## config.mk

```make
export PLATFORM = sky130hd
export DESIGN_NAME = playfield_pixel_pipe
export DESIGN_NICKNAME = d
export VERILOG_FILES = /design/src/rtl/playfield_pixel_pipe.sv
export SDC_FILE = /design/constraint.sdc
export NUM_CORES = 1
export LEC_CHECK = 0
export CORE_AREA = 5 5 133 135
export CTS_CLUSTER_SIZE = 40
export DETAILED_ROUTE_END_ITERATION = 8
export DIE_AREA = 0 0 138 140
export GPL_TIMING_DRIVEN = 0
export PLACE_DENSITY = 0.91
export SYNTH_ARGS = -nofsm -noshare
export SYNTH_HDL_FRONTEND = slang
export SYNTH_SLANG_ARGS = --single-unit
export TNS_END_PERCENT = 5
```

## constraint.sdc

```tcl
create_clock -name vga_clk -period 6.45 [get_ports vga_clk]
set_input_delay 1.29 -clock vga_clk [delete_from_list [all_inputs] [get_ports vga_clk]]
set_output_delay 1.29 -clock vga_clk [all_outputs]
set_load 0.1 [all_outputs]
```

## src/rtl/playfield_pixel_pipe.sv

```systemverilog
// playfield_pixel_pipe: per-pixel bg/spike ROM fetch and composite.
// Three-register pipe (addr, rom, out) plus per-frame scroll counter.
module playfield_pixel_pipe #(
  parameter int       NUM_SPIKES      = 4,
  parameter int       SPIKE_W         = 32,
  parameter int       BG_W            = 160,
  parameter int       BG_H            = 120,
  parameter int       BG_SHIFT        = 2,
  parameter int       SCROLL_STEP     = 2,
  parameter bit [2:0] TRANSPARENT_IDX = 3'd0
) (
  input  logic                    vga_clk,
  input  logic                    reset_n,
  input  logic [9:0]              DrawX,
  input  logic [9:0]              DrawY,
  input  logic                    blank_in,
  input  logic                    hs_in,
  input  logic                    vs_in,
  input  logic [1:0]              game_state,
  input  logic [10*NUM_SPIKES-1:0] spike_x,
  input  logic [10*NUM_SPIKES-1:0] spike_y,
  input  logic [NUM_SPIKES-1:0]   spike_en,
  output logic [14:0]             bg_rom_addr,
  input  logic [3:0]              bg_rom_data,
  output logic [9:0]              spike_rom_addr,
  input  logic [2:0]              spike_rom_data,
  output logic                    pix_layer,
  output logic [3:0]              pix_bg_idx,
  output logic [2:0]              pix_spike_idx,
  output logic                    pix_valid,
  output logic                    hs_out,
  output logic                    vs_out,
  output logic [9:0]              scroll
);

  localparam int          BG_PIX = BG_W << BG_SHIFT;
  localparam logic [10:0] W_PIX  = 11'(BG_PIX);
  localparam logic [10:0] W_SPK  = 11'(SPIKE_W);
  localparam logic [10:0] W_STEP = 11'(SCROLL_STEP);

  logic [9:0]  r_scroll;
  logic        r_vs_q;
  logic [14:0] r_bg_addr;
  logic [9:0]  r_sp_addr;
  logic        r_hit_a, r_blank_a, r_hs_a, r_vs_a;
  logic        r_hit_b, r_blank_b, r_hs_b, r_vs_b;
  logic        r_layer, r_valid, r_hs_o, r_vs_o;
  logic [3:0]  r_bg_idx;
  logic [2:0]  r_sp_idx;

  logic        w_play;
  logic        w_frame;
  logic [10:0] w_scroll_nx;
  logic [10:0] w_xs_sum, w_xs;
  logic [14:0] w_bg_addr;
  logic [10:0] w_px, w_py, w_sx, w_sy, w_dx, w_dy;
  logic        w_hit;
  logic [9:0]  w_sp_addr;

  assign w_play  = (game_state == 2'd1) || (game_state == 2'd3);
  assign w_frame = r_vs_q && !vs_in;

  assign w_scroll_nx = {1'b0, r_scroll} + W_STEP;

  assign w_xs_sum  = {1'b0, DrawX} + {1'b0, r_scroll};
  assign w_xs      = (w_xs_sum >= W_PIX) ? w_xs_sum - W_PIX : w_xs_sum;
  assign w_bg_addr = 15'(32'(DrawY >> BG_SHIFT) * BG_W)
                   + 15'(w_xs >> BG_SHIFT);

  assign w_px = {1'b0, DrawX};
  assign w_py = {1'b0, DrawY};

  // Spike hit test; walk high to low so the lowest slot wins.
  always_comb begin
    w_hit     = 1'b0;
    w_sp_addr = '0;
    w_sx      = '0;
    w_sy      = '0;
    w_dx      = '0;
    w_dy      = '0;
    for (int i = NUM_SPIKES - 1; i >= 0; i--) begin
      w_sx = {1'b0, spike_x[10*i +: 10]};
      w_sy = {1'b0, spike_y[10*i +: 10]};
      w_dx = w_px - w_sx;
      w_dy = w_py - w_sy;
      if (spike_en[i] &&
          w_px >= w_sx && w_px < w_sx + W_SPK &&
          w_py >= w_sy && w_py < w_sy + W_SPK) begin
        w_hit     = 1'b1;
        w_sp_addr = 10'(w_dy * W_SPK + w_dx);
      end
    end
  end

  // Scroll advances only on a vsync falling edge.
  always_ff @(posedge vga_clk or negedge reset_n) begin
    if (!reset_n) begin
      r_vs_q   <= 1'b1;
      r_scroll <= '0;
    end else begin
      r_vs_q <= vs_in;
      if (w_frame) begin
        unique case (game_state)
          2'd1: r_scroll <= (w_scroll_nx >= W_PIX)
                          ? 10'(w_scroll_nx - W_PIX)
                          : w_scroll_nx[9:0];
          2'd0: r_scroll <= '0;
          default: r_scroll <= r_scroll;
        endcase
      end
    end
  end

  // Stage A: ROM addresses plus the control that rides with the pixel.
  always_ff @(posedge vga_clk or negedge reset_n) begin
    if (!reset_n) begin
      r_bg_addr <= '0;
      r_sp_addr <= '0;
      r_hit_a   <= 1'b0;
      r_blank_a <= 1'b0;
      r_hs_a    <= 1'b1;
      r_vs_a    <= 1'b1;
    end else begin
      r_bg_addr <= blank_in ? w_bg_addr : '0;
      r_sp_addr <= (blank_in && w_play && w_hit) ? w_sp_addr : '0;
      r_hit_a   <= blank_in && w_play && w_hit;
      r_blank_a <= blank_in;
      r_hs_a    <= hs_in;
      r_vs_a    <= vs_in;
    end
  end

  // Stage B: wait one cycle alongside the synchronous ROMs.
  always_ff @(posedge vga_clk or negedge reset_n) begin
    if (!reset_n) begin
      r_hit_b   <= 1'b0;
      r_blank_b <= 1'b0;
      r_hs_b    <= 1'b1;
      r_vs_b    <= 1'b1;
    end else begin
      r_hit_b   <= r_hit_a;
      r_blank_b <= r_blank_a;
      r_hs_b    <= r_hs_a;
      r_vs_b    <= r_vs_a;
    end
  end

  // Stage C: transparency/priority and blanking of the palette indices.
  always_ff @(posedge vga_clk or negedge reset_n) begin
    if (!reset_n) begin
      r_layer  <= 1'b0;
      r_bg_idx <= '0;
      r_sp_idx <= '0;
      r_valid  <= 1'b0;
      r_hs_o   <= 1'b1;
      r_vs_o   <= 1'b1;
    end else begin
      r_valid <= r_blank_b;
      r_hs_o  <= r_hs_b;
      r_vs_o  <= r_vs_b;
      if (r_blank_b) begin
        r_layer  <= r_hit_b && (spike_rom_data != TRANSPARENT_IDX);
        r_bg_idx <= bg_rom_data;
        r_sp_idx <= spike_rom_data;
      end else begin
        r_layer  <= 1'b0;
        r_bg_idx <= '0;
        r_sp_idx <= '0;
      end
    end
  end

  assign bg_rom_addr    = r_bg_addr;
  assign spike_rom_addr = r_sp_addr;
  assign pix_layer      = r_layer;
  assign pix_bg_idx     = r_bg_idx;
  assign pix_spike_idx  = r_sp_idx;
  assign pix_valid      = r_valid;
  assign hs_out         = r_hs_o;
  assign vs_out         = r_vs_o;
  assign scroll         = r_scroll;

endmodule

```

==> flow_summary.toml <==
[status]
status = "complete, no violations"

[worst_setup_path]
required_ps = 6630
arrival_ps = 6290
start_kind = "input pin"
critical_path_class = "input pin to register"
crit_path_end_kind = "register"
worstPathMaxFanout = 6

[floorplan]
core-area_um2 = 16350
initial_utilization = 0.5475
io_pins = 164
die_w_um = 138
die_h_um = 140
placementRows = 47
dieArea_um2 = 19320

[sta]
period_minus_slack_ps = 6111
worst_slew_pin_slew_ps = 1060
skew_ps = 8.354
setup_violations = 0
rsz0062_at_grt = "false"
hold_violations = 0
min_period_over_period = 0.9474
max_freq_ghz = 0.1637
slew_viol_final = 0
timing.slew.headroom = 0.2911
fin_tns_setup_ps = 0

[finish]
nets = 1544
drive_gt1_frac = 0.03258
antenna_cells = 0
final_common_cell = "ha_1"
final_cell_mix = "188 x ha_1, 159 x clkdlybuf4s50_1, 157 x inv_1, 75 x xnor2_1, 60 x a21oi_1"
final_cells = 1417
syn_to_final_growth_pct = 23.00

[power]
ir_worst_vdd_mv = 0.2051
p_per_area_nw_per_um2 = 208.3
p_leak_nw = 5.190

[clock_network]
numClockSinks = 53
cts_buffers = 5
cts_buffer_depth = 2
cts_tree = "built"
clock-root-buffer = "clkbuf_16"
clock_latency_ps = 290
cts_hold_buf = 0
clk_pin_slew_ps = 70
htree_num_levels = 2

[drt]
drtAntennaViolNets = 0
firstDrtPassIters = 7
finalWirelength_um = 24980
route.detailed.wl_per_inst_um = 17.63
drtIter0Drc = 539
drc_errors = 0
viasPerCell = 5.834
vias = 8267

[place]
hpwl_um = 21010
dpl.cell_count = 1409
finalWeightedCongestion = 0.9406
numPortBuffers = 161

[logic_synthesis]
syn_inst = 1027
seq_area_frac_synth = 0.1490
synth_cell_types = 67
syn_area_per_cell_um2 = 8.715
async_flop_share = 1.000
synthesis.nets = 1375
synth_ff_type = "dfrtp_1"
ys_ff_latch = 53
synth_edf_count = 0
synth_area_um2 = 8950
ys_warn_count = 0

[global_route]
first_global_vias = 8557
overflow = 0
grt_max_degree = 34
grt.total_usage = 0.2503
antenna_found_initial = 1
grt_pass1_wl_um = 40430

[min_path]
hold_class = "register to register"

[flow_run]
maxCapViolCount = 0
## Yosys cell counts, types with 22 or more instances
cell,number,area share
a21oi_1,60,0.034
and2_1,22,0.015
dfrtp_1,47,0.13
fa_1,42,0.094
ha_1,188,0.26
inv_1,157,0.066
nand2_1,43,0.018
nand3_1,35,0.020
nor2_1,40,0.017
nor3_1,25,0.014
o21ai_0,37,0.021
xnor2_1,75,0.073
## power by group
group,internal (W),total (W),switching [W]
logic,0.000636,0.00161,0.000972
registers,0.000376,0.000409,0.0000325
clock network,0.000149,0.000277,0.000128
## final timing paths
path | startpoint | slack [ps] | end | cells past startpoint
min in group asynchronous | reset_n | 960 | scroll[1]$_DFFE_PN0P_ | 1
hold / removal | r_blank_a$_DFF_PN0_ | 350 | r_blank_b$_DFF_PN0_ | 0
max in group asynchronous | reset_n | 4890 | r_hs_a$_DFF_PN1_ | 2
setup reg to reg | scroll[2]$_DFFE_PN0P_ | 1550 | bg_rom_addr[13]$_DFF_PN0_ | 19
setup / recovery | DrawX[2] | 340 | bg_rom_addr[13]$_DFF_PN0_ | 20
hold reg to reg | r_blank_a$_DFF_PN0_ | 350 | r_blank_b$_DFF_PN0_ | 0
## state kept, by name, indices dropped and copies added, names as in the netlist
| register | flops |
|---|---|
| r_vs_b | 1 |
| r_blank_b | 1 |
| bg_rom_addr | 15 |
| hs_out | 1 |
| r_hs_a | 1 |
| pix_valid | 1 |
| r_hs_b | 1 |
| r_vs_a | 1 |
| r_blank_a | 1 |
| pix_layer | 1 |
| r_hit_b | 1 |
| pix_bg_idx | 4 |
| r_hit_a | 1 |
| pix_spike_idx | 3 |
| spike_rom_addr | 10 |
| scroll | 9 |
| vs_out | 1 |
## kinds of logic after synthesis
family	Yosys count	synth area share
DFF	53	0.1490
adders and majority gates	230	0.3568
AOI/OAI and AO/OA	237	0.1817
xor gates and xnor gates	94	0.09199
other	1	0.0004190
and+or+nand+nor	242	0.1444
buffers and inverters	167	0.07228
muxes	3	0.003355
## layout make-up
type | instances | area (µm²)
plain buffers | 9 | 53.80
well taps | 220 | 275.3
fillers | 1272 | 5340
repair buffers | 162 | 1629
clock inverters | 3 | 28.78
clock buffers | 5 | 125.1
flip-flops and latches | 53 | 1334
inverters | 158 | 593.1
multi-input cells | 807 | 6969
## repair_timing
item / in CTS / in global routing
endpoints found under the setup margin: 0 / 3
buffers inserted: 0 / 0
resized for setup: 0 / 1
## critical path, cell delays in order
cell             delay [ps]
clkdlybuf4s50_1         610
ha_1                    480
a21oi_1                 350
o2111ai_1               280
a21o_1                  260
a21oi_1                 220
xor2_1                  300
ha_1                    340
o211ai_1                170
o21ai_0                 150
nand3_1                 180
xnor2_1                 170
ha_1                    210
fa_1                    400
a21o_1                  190
a21oi_1                 280
nor2_1                  100
nand3_1                 100
xnor2_1                  60
and2_1                  150
## metal layers
layer | vias to the layer above | share of wire | track usage | wire length, µm
li1 | 3964 | - | - | -
met1 | 3856 | 0.40 | 0.3150 | 10050
met2 | 365 | 0.46 | 0.4270 | 11570
met3 | 80 | 0.085 | 0.03715 | 2125
met4 | 2 | 0.049 | 0.1123 | 1217
met5 | - | 0.00052 | 0 | 13
## through the flow
step / util / worst slack [ps] / total power (W) / hold WS (ps) / instance area [µm²]
2_1_floorplan: - / 1345 / 0.001591 / 331.2 / 8950
3_3_place_gp: 0.6629 / 214.2 / 0.001941 / 331.7 / 10840
3_5_place_dp: 0.6638 / 107.5 / 0.002005 / 345.7 / 10850
4_1_cts: 0.6732 / 327.2 / 0.002293 / 358.5 / 11010
5_1_grt: 0.6734 / 6.418 / 0.002472 / 355.3 / 11010
6_report: 0.6734 / 339.4 / 0.002293 / 353.3 / 11010
Note: power is estimated with default switching activity, not from simulation.
